File: src/rtl/irq_pkg.sv
// Shared constants and helpers for the interrupt/exception controller.
package irq_pkg;

    // CSR select codes on the peripheral-bus port
    typedef enum logic [1:0] {
        CSR_MASK  = 2'd0,
        CSR_PEND  = 2'd1,
        CSR_CAUSE = 2'd2,
        CSR_EPC   = 2'd3
    } csr_addr_e;

    localparam logic [31:0] DEF_EXC_VEC      = 32'h8000_0008;
    localparam logic [31:0] DEF_IRQ_VEC_BASE = 32'h8000_0010;

    // Width of the cause field: {is_exc, index}. The index field is kept at
    // least one bit wide so single-source configurations still elaborate.
    function automatic int unsigned irq_cause_width(input int unsigned n_irq,
                                                    input int unsigned n_exc);
        int unsigned m;
        m = (n_irq > n_exc) ? n_irq : n_exc;
        if (m < 2) m = 2;
        return 1 + $clog2(m);
    endfunction

endpackage

File: src/rtl/irq_prio_enc.sv
// Lowest-index-first priority encoder: reports whether any request is set
// and the index of the lowest set request.
module irq_prio_enc #(
    parameter int unsigned W  = 4,
    parameter int unsigned IW = 2
) (
    input  logic [W-1:0]  req,
    output logic          valid,
    output logic [IW-1:0] idx
);

    // Scan upward; the first set bit found is kept
    always_comb begin
        valid = 1'b0;
        idx   = '0;
        for (int unsigned i = 0; i < W; i++) begin
            if (req[i] && !valid) begin
                valid = 1'b1;
                idx   = IW'(i);
            end
        end
    end

endmodule

File: src/rtl/irq_exc_ctrl.sv
// Interrupt/exception controller: latches IRQ lines and exception strobes,
// arbitrates by fixed priority (exceptions first, lowest index first), and
// issues a registered take pulse with vector, EPC capture and kernel-mode entry.
module irq_exc_ctrl
    import irq_pkg::*;
#(
    parameter int unsigned       N_IRQ        = 4,
    parameter int unsigned       N_EXC        = 3,
    parameter logic [N_IRQ-1:0]  EDGE_MASK    = '1,
    parameter logic [31:0]       EXC_VEC      = DEF_EXC_VEC,
    parameter logic [31:0]       IRQ_VEC_BASE = DEF_IRQ_VEC_BASE,
    localparam int unsigned      CW           = irq_cause_width(N_IRQ, N_EXC)
) (
    input  logic              clk,
    input  logic              reset,
    input  logic [N_IRQ-1:0]  irq_i,
    input  logic [N_EXC-1:0]  exc_i,
    input  logic [31:0]       pc_i,
    input  logic              stall_i,
    input  logic              eret_i,
    input  logic              csr_we,
    input  logic [1:0]        csr_addr,
    input  logic [31:0]       csr_wdata,
    output logic [31:0]       csr_rdata,
    output logic              take_o,
    output logic [31:0]       vector_o,
    output logic [31:0]       epc_o,
    output logic [CW-1:0]     cause_o,
    output logic              kernel_o,
    output logic [1:0]        err_o
);

    localparam int unsigned IW = CW - 1;

    logic [N_IRQ-1:0] mask_q,      mask_d;
    logic [N_IRQ-1:0] pend_edge_q, pend_edge_d;
    logic [N_IRQ-1:0] irq_prev_q,  irq_prev_d;
    logic [N_EXC-1:0] exc_pend_q,  exc_pend_d;
    logic             kernel_q,    kernel_d;
    logic             take_q,      take_d;
    logic [31:0]      vector_q,    vector_d;
    logic [31:0]      epc_q,       epc_d;
    logic [CW-1:0]    cause_q,     cause_d;
    logic [1:0]       err_q,       err_d;

    logic [N_IRQ-1:0] irq_pend;
    logic [N_IRQ-1:0] irq_elig;
    logic             exc_valid, irq_valid;
    logic [IW-1:0]    exc_idx,   irq_idx;
    logic             take_exc,  take_irq;
    logic [N_IRQ-1:0] irq_take_oh;
    logic [N_EXC-1:0] exc_take_oh;
    logic [N_IRQ-1:0] w1c;

    // Level lines report the registered input directly; edge lines report the latch
    assign irq_pend = (pend_edge_q & EDGE_MASK) | (irq_prev_q & ~EDGE_MASK);
    assign irq_elig = irq_pend & mask_q;

    irq_prio_enc #(.W(N_EXC), .IW(IW)) u_exc_enc (
        .req   (exc_pend_q),
        .valid (exc_valid),
        .idx   (exc_idx)
    );

    irq_prio_enc #(.W(N_IRQ), .IW(IW)) u_irq_enc (
        .req   (irq_elig),
        .valid (irq_valid),
        .idx   (irq_idx)
    );

    // Take decision and winner one-hot clear masks
    always_comb begin
        take_exc = exc_valid && !kernel_q && !stall_i;
        take_irq = !exc_valid && irq_valid && !kernel_q && !stall_i;
        irq_take_oh = '0;
        exc_take_oh = '0;
        for (int unsigned k = 0; k < N_IRQ; k++)
            irq_take_oh[k] = take_irq && (irq_idx == IW'(k));
        for (int unsigned j = 0; j < N_EXC; j++)
            exc_take_oh[j] = take_exc && (exc_idx == IW'(j));
        w1c = (csr_we && csr_addr == CSR_PEND) ? csr_wdata[N_IRQ-1:0] : '0;
    end

    // Next-state computation for all controller registers
    always_comb begin
        mask_d      = mask_q;
        vector_d    = vector_q;
        epc_d       = epc_q;
        cause_d     = cause_q;
        kernel_d    = kernel_q;
        take_d      = take_exc || take_irq;
        irq_prev_d  = irq_i;
        // A new rising edge wins over both the take clear and a W1C
        pend_edge_d = ((pend_edge_q & ~w1c & ~irq_take_oh) | (irq_i & ~irq_prev_q)) & EDGE_MASK;
        exc_pend_d  = (exc_pend_q & ~exc_take_oh) | exc_i;
        err_d       = err_q | {eret_i && !kernel_q, kernel_q && (|exc_i)};

        if (csr_we && csr_addr == CSR_MASK)
            mask_d = csr_wdata[N_IRQ-1:0];

        if (take_exc) begin
            vector_d = EXC_VEC;
            cause_d  = {1'b1, exc_idx};
            epc_d    = pc_i;
            kernel_d = 1'b1;
        end else if (take_irq) begin
            vector_d = IRQ_VEC_BASE + (32'(irq_idx) << 2);
            cause_d  = {1'b0, irq_idx};
            epc_d    = pc_i;
            kernel_d = 1'b1;
        end else if (eret_i && kernel_q) begin
            kernel_d = 1'b0;
        end
    end

    // State registers with synchronous active-high reset
    always_ff @(posedge clk) begin
        if (reset) begin
            mask_q      <= '0;
            pend_edge_q <= '0;
            irq_prev_q  <= '0;
            exc_pend_q  <= '0;
            kernel_q    <= 1'b0;
            take_q      <= 1'b0;
            vector_q    <= '0;
            epc_q       <= '0;
            cause_q     <= '0;
            err_q       <= '0;
        end else begin
            mask_q      <= mask_d;
            pend_edge_q <= pend_edge_d;
            irq_prev_q  <= irq_prev_d;
            exc_pend_q  <= exc_pend_d;
            kernel_q    <= kernel_d;
            take_q      <= take_d;
            vector_q    <= vector_d;
            epc_q       <= epc_d;
            cause_q     <= cause_d;
            err_q       <= err_d;
        end
    end

    // Combinational CSR read mux; unused bits read as zero
    always_comb begin
        csr_rdata = '0;
        unique case (csr_addr_e'(csr_addr))
            CSR_MASK:  csr_rdata[N_IRQ-1:0]       = mask_q;
            CSR_PEND:  csr_rdata[N_IRQ+N_EXC-1:0] = {exc_pend_q, irq_pend};
            CSR_CAUSE: csr_rdata[CW-1:0]          = cause_q;
            CSR_EPC:   csr_rdata                  = epc_q;
            default:   csr_rdata                  = '0;
        endcase
    end

    assign take_o   = take_q;
    assign vector_o = vector_q;
    assign epc_o    = epc_q;
    assign cause_o  = cause_q;
    assign kernel_o = kernel_q;
    assign err_o    = err_q;

endmodule

File: config.mk
export PLATFORM = sky130hd
export DESIGN_NAME = irq_exc_ctrl
export DESIGN_NICKNAME = d
export VERILOG_FILES = /design/src/rtl/irq_pkg.sv /design/src/rtl/irq_prio_enc.sv /design/src/rtl/irq_exc_ctrl.sv
export SDC_FILE = /design/constraint.sdc
export NUM_CORES = 1
export LEC_CHECK = 0
export ABC_CLOCK_PERIOD_IN_PS = 2200
export CAP_MARGIN = 5
export CORE_AREA = 4 4 97 90
export DETAILED_ROUTE_END_ITERATION = 10
export DIE_AREA = 0 0 101 94
export HOLD_SLACK_MARGIN = 0.02
export PLACE_DENSITY = 0.82
export SLEW_MARGIN = 20
export SYNTH_ARGS = -nofsm -noshare
export SYNTH_HDL_FRONTEND = slang
export SYNTH_SLANG_ARGS = --single-unit
File: constraint.sdc
create_clock -name clk -period 2.2 [get_ports clk]
set_input_delay 0.44 -clock clk [delete_from_list [all_inputs] [get_ports clk]]
set_output_delay 0.44 -clock clk [all_outputs]
set_load 0.01 [all_outputs]
==> results.sh <==
export IMPL_status="finished clean"
export IMPL_cts_max_level=3
export IMPL_mostFrequentLayoutCell="clkdlybuf4s50_1"
export IMPL_whs_ps=462.7
export IMPL_clock_skew_ps=6.043
export IMPL_die_y_microns=94
export IMPL_antenna_cells=0
export IMPL_grt_start_max_net_pins=26
export IMPL_finalWirelength_microns=7733
export IMPL_yosys_most_used_dff="dfxtp_1"
export IMPL_clk_path_buf_depth=2
export IMPL_place_congestion=0.8851
export IMPL_place_hpwl_microns=5879
export IMPL_seqPwrFrac=0.435
export IMPL_ys_warnings_count=0
export IMPL_layout_setup_ws_ps=70.93
export IMPL_syn_area_sq_mm=0.002723
export IMPL_r2r_end="epc_o[29]"
export IMPL_cp_required_ps=1760
export IMPL_drc_errors=0
export IMPL_post_place_ws_ps=-355.1
export IMPL_switchingPower_mw=0.7069
export IMPL_async_flop_share=0
export IMPL_crit_type="primary input to primary output"
export IMPL_via_count=2443
export IMPL_pwr_share_clk=0.351
export IMPL_dieArea_sq_mm=0.009494
export IMPL_hold_viol=0
export IMPL_slew_viol_final=0
export IMPL_clk_latency_ps=320
export IMPL_grt_overflow_total=0
export IMPL_final_util=0.5420
export IMPL_ir_drop_mv=0.2888
export IMPL_setup_viol=0
export IMPL_clock_root_buffer="clkbuf_8"
export IMPL_fmax_mhz=469.7
export IMPL_initial_core_util=0.3492
export IMPL_finalSetupTns_ps=0
export IMPL_synth_cell_types=37
export IMPL_yosysSeqAreaShare=0.4265
export IMPL_dieWidth_microns=101
export IMPL_grt_antenna_before_repair=0
export IMPL_max_cap_violations=0
export IMPL_drt_pass1_iterations=6
export IMPL_core_sq_mm=0.007796
export IMPL_grt_pass1_vias=2435
export IMPL_cp_data_arrival_time_ps=1690
export IMPL_synth_edf_count=0
export IMPL_stdcell_area_sq_mm=0.004225
export IMPL_cts_tree="built"
export IMPL_cts_clk_slew_worst_paths_ps=60
export IMPL_cts_sinks=58
export IMPL_grt_pass1_wl_microns=12120
export IMPL_power_density_mw_per_mm2=647.5
export IMPL_internal_power_mw=2.029
export IMPL_ys_ff_latch=58
export IMPL_endpoint_kind="primary output"
export IMPL_rsz0062_at_grt="no"
export IMPL_ant_nets=0
export IMPL_wl_per_cell_microns=14.79
export IMPL_drive_gt1_frac=0.08962
export IMPL_hold_class="flip-flop to flip-flop"
export IMPL_rrSetupSlack_ps=480
export IMPL_whs_path_depth=2
export IMPL_io_pins=181
export IMPL_min_period_over_period=0.9678
export IMPL_numPortBuffers=124
export IMPL_routed_via_density=4.671
export IMPL_final_min_clock_period_ps=2129
export IMPL_avgSynthCellArea_sq_um=9.356
export IMPL_r2r_start="mask_q[0]"
export IMPL_p_comb_frac=0.214
export IMPL_leakagePower_nw=1.868
export IMPL_fp_row_count=31
export IMPL_switching_share=0.2584
export IMPL_cts_made_buffers=9
export IMPL_hold_start="irq_prev_q[0]"
export IMPL_worstRegToRegCells=6
export IMPL_drt_iter0_markers=124
export IMPL_mostFrequentLayoutCells="clkdlybuf4s50_1 (106), dfxtp_1 (58), nor2_1 (48)"
export IMPL_crit_path_start_kind="primary input"
export IMPL_fin_nets=499
export IMPL_syn_inst=291
export IMPL_area_growth_pct=55.19
export IMPL_path_max_fanout=11
export IMPL_dpl_cell_area_sq_mm=0.004011
export IMPL_hold_path_end="irq_pend[0]"
export IMPL_grtUsageTotal=0.1639
## cells by family (layout without fill, tap and decap cells)
group | after synthesis | in the layout | synth area share
and+or+nand+nor | 106 | 106 | 0.1912
DFF | 58 | 58 | 0.4265
muxes | 43 | 43 | 0.1723
other | 1 | 28 | 0.001377
AOI/OAI and AO/OA | 32 | 32 | 0.07951
buffers and inverters | 51 | 157 | 0.1291
## timing repair
item | 4_1_cts | 5_1_grt
resized for setup | 24 | 0
endpoints found under the setup margin | 32 | 0
hold endpoints to repair | 0 | 0
setup buffers | 2 | 0
hold buffers | 0 | 0
## power by group through the flow
| stage | Combinational [mW] | Clock [mW] | Sequential, mW |
|---|---|---|---|
| floorplan | 0.304 | 0 | 1.22 |
| detailed placement | 0.589 | 0 | 1.21 |
| finish | 0.586 | 0.961 | 1.19 |
| global route | 0.635 | 1.05 | 1.20 |
| CTS | 0.592 | 0.997 | 1.19 |
| global placement | 0.579 | 0 | 1.21 |
## layer usage
layer	up-vias	global-route usage	share of wire
met2	132	0.2730	0.47
met5	-	0	0
met4	0	0.05426	0.0081
met3	7	0.05419	0.10
li1	1199	-	-
met1	1105	0.1984	0.42
## metrics by stage
step / total power, mW / cells
final: 2.736 / 523
after floorplan: 1.524 / 318
after global placement: 1.787 / 506
after detailed placement: 1.801 / 506
after global routing: 2.882 / 523
after CTS: 2.778 / 523
## state kept, by name, summed over array words and instances, names as in the netlist
| signal | cells |
|---|---|
| irq_pend | 4 |
| exc_pend_q | 3 |
| vector_o | 4 |
| irq_prev_q | 4 |
| epc_o | 32 |
| take_o | 1 |
| mask_q | 4 |
| cause_o | 3 |
| kernel_o | 1 |
| err_o | 2 |
## cells in the mapped netlist, types with 2 or more instances
library cell  number  area share
a21oi_1           12       0.022
buf_4             28       0.077
or3_1              3      0.0069
nand2_1            9       0.012
nor2_1            48       0.066
mux4_2             3       0.025
a22o_1             2      0.0064
mux2i_1           39        0.14
and3_1            25       0.057
o21ai_0            4      0.0074
or2_2              2      0.0046
buf_12             2       0.015
and2_1             3      0.0069
inv_1              5      0.0069
nand3_1            2      0.0037
buf_6              3       0.012
a41o_1             2      0.0074
clkbuf_1          11       0.015
nand2b_1           2      0.0046
a22oi_1            2      0.0055
nor2b_1            9       0.021
buf_1              2      0.0028
dfxtp_1           58        0.43
a211oi_1           2      0.0055
## how the worst max path moves through the flow
| stage | startpoint | end | slack, ps | cells past startpoint |
|---|---|---|---|---|
| global route | csr_addr[0] | csr_rdata[25] | 6 | 5 |
| finish | csr_addr[0] | csr_rdata[16] | 70 | 5 |
| detailed placement | csr_addr[1] | csr_rdata[2] | -360 | 4 |
| global placement | csr_addr[1] | csr_rdata[1] | -350 | 4 |
| CTS | csr_addr[0] | csr_rdata[30] | 70 | 5 |
| floorplan | csr_addr[1] | csr_rdata[11] | 280 | 4 |
## cell type report
class / instances / area [sq um]
flip-flops and latches: 58 / 1161
well taps: 99 / 123.9
multi-input cells: 209 / 1326
repair buffers: 138 / 1404
clock buffers: 11 / 151.4
clock inverters: 3 / 40.04
inverters: 5 / 18.77
fillers: 702 / 3571
## critical path: stages
cell	delay [ps]
dlygate4sd2_1	290
buf_12	160
buf_12	120
and3_1	140
clkdlybuf4s50_1	530
Power figures use the tool's default switching activity.
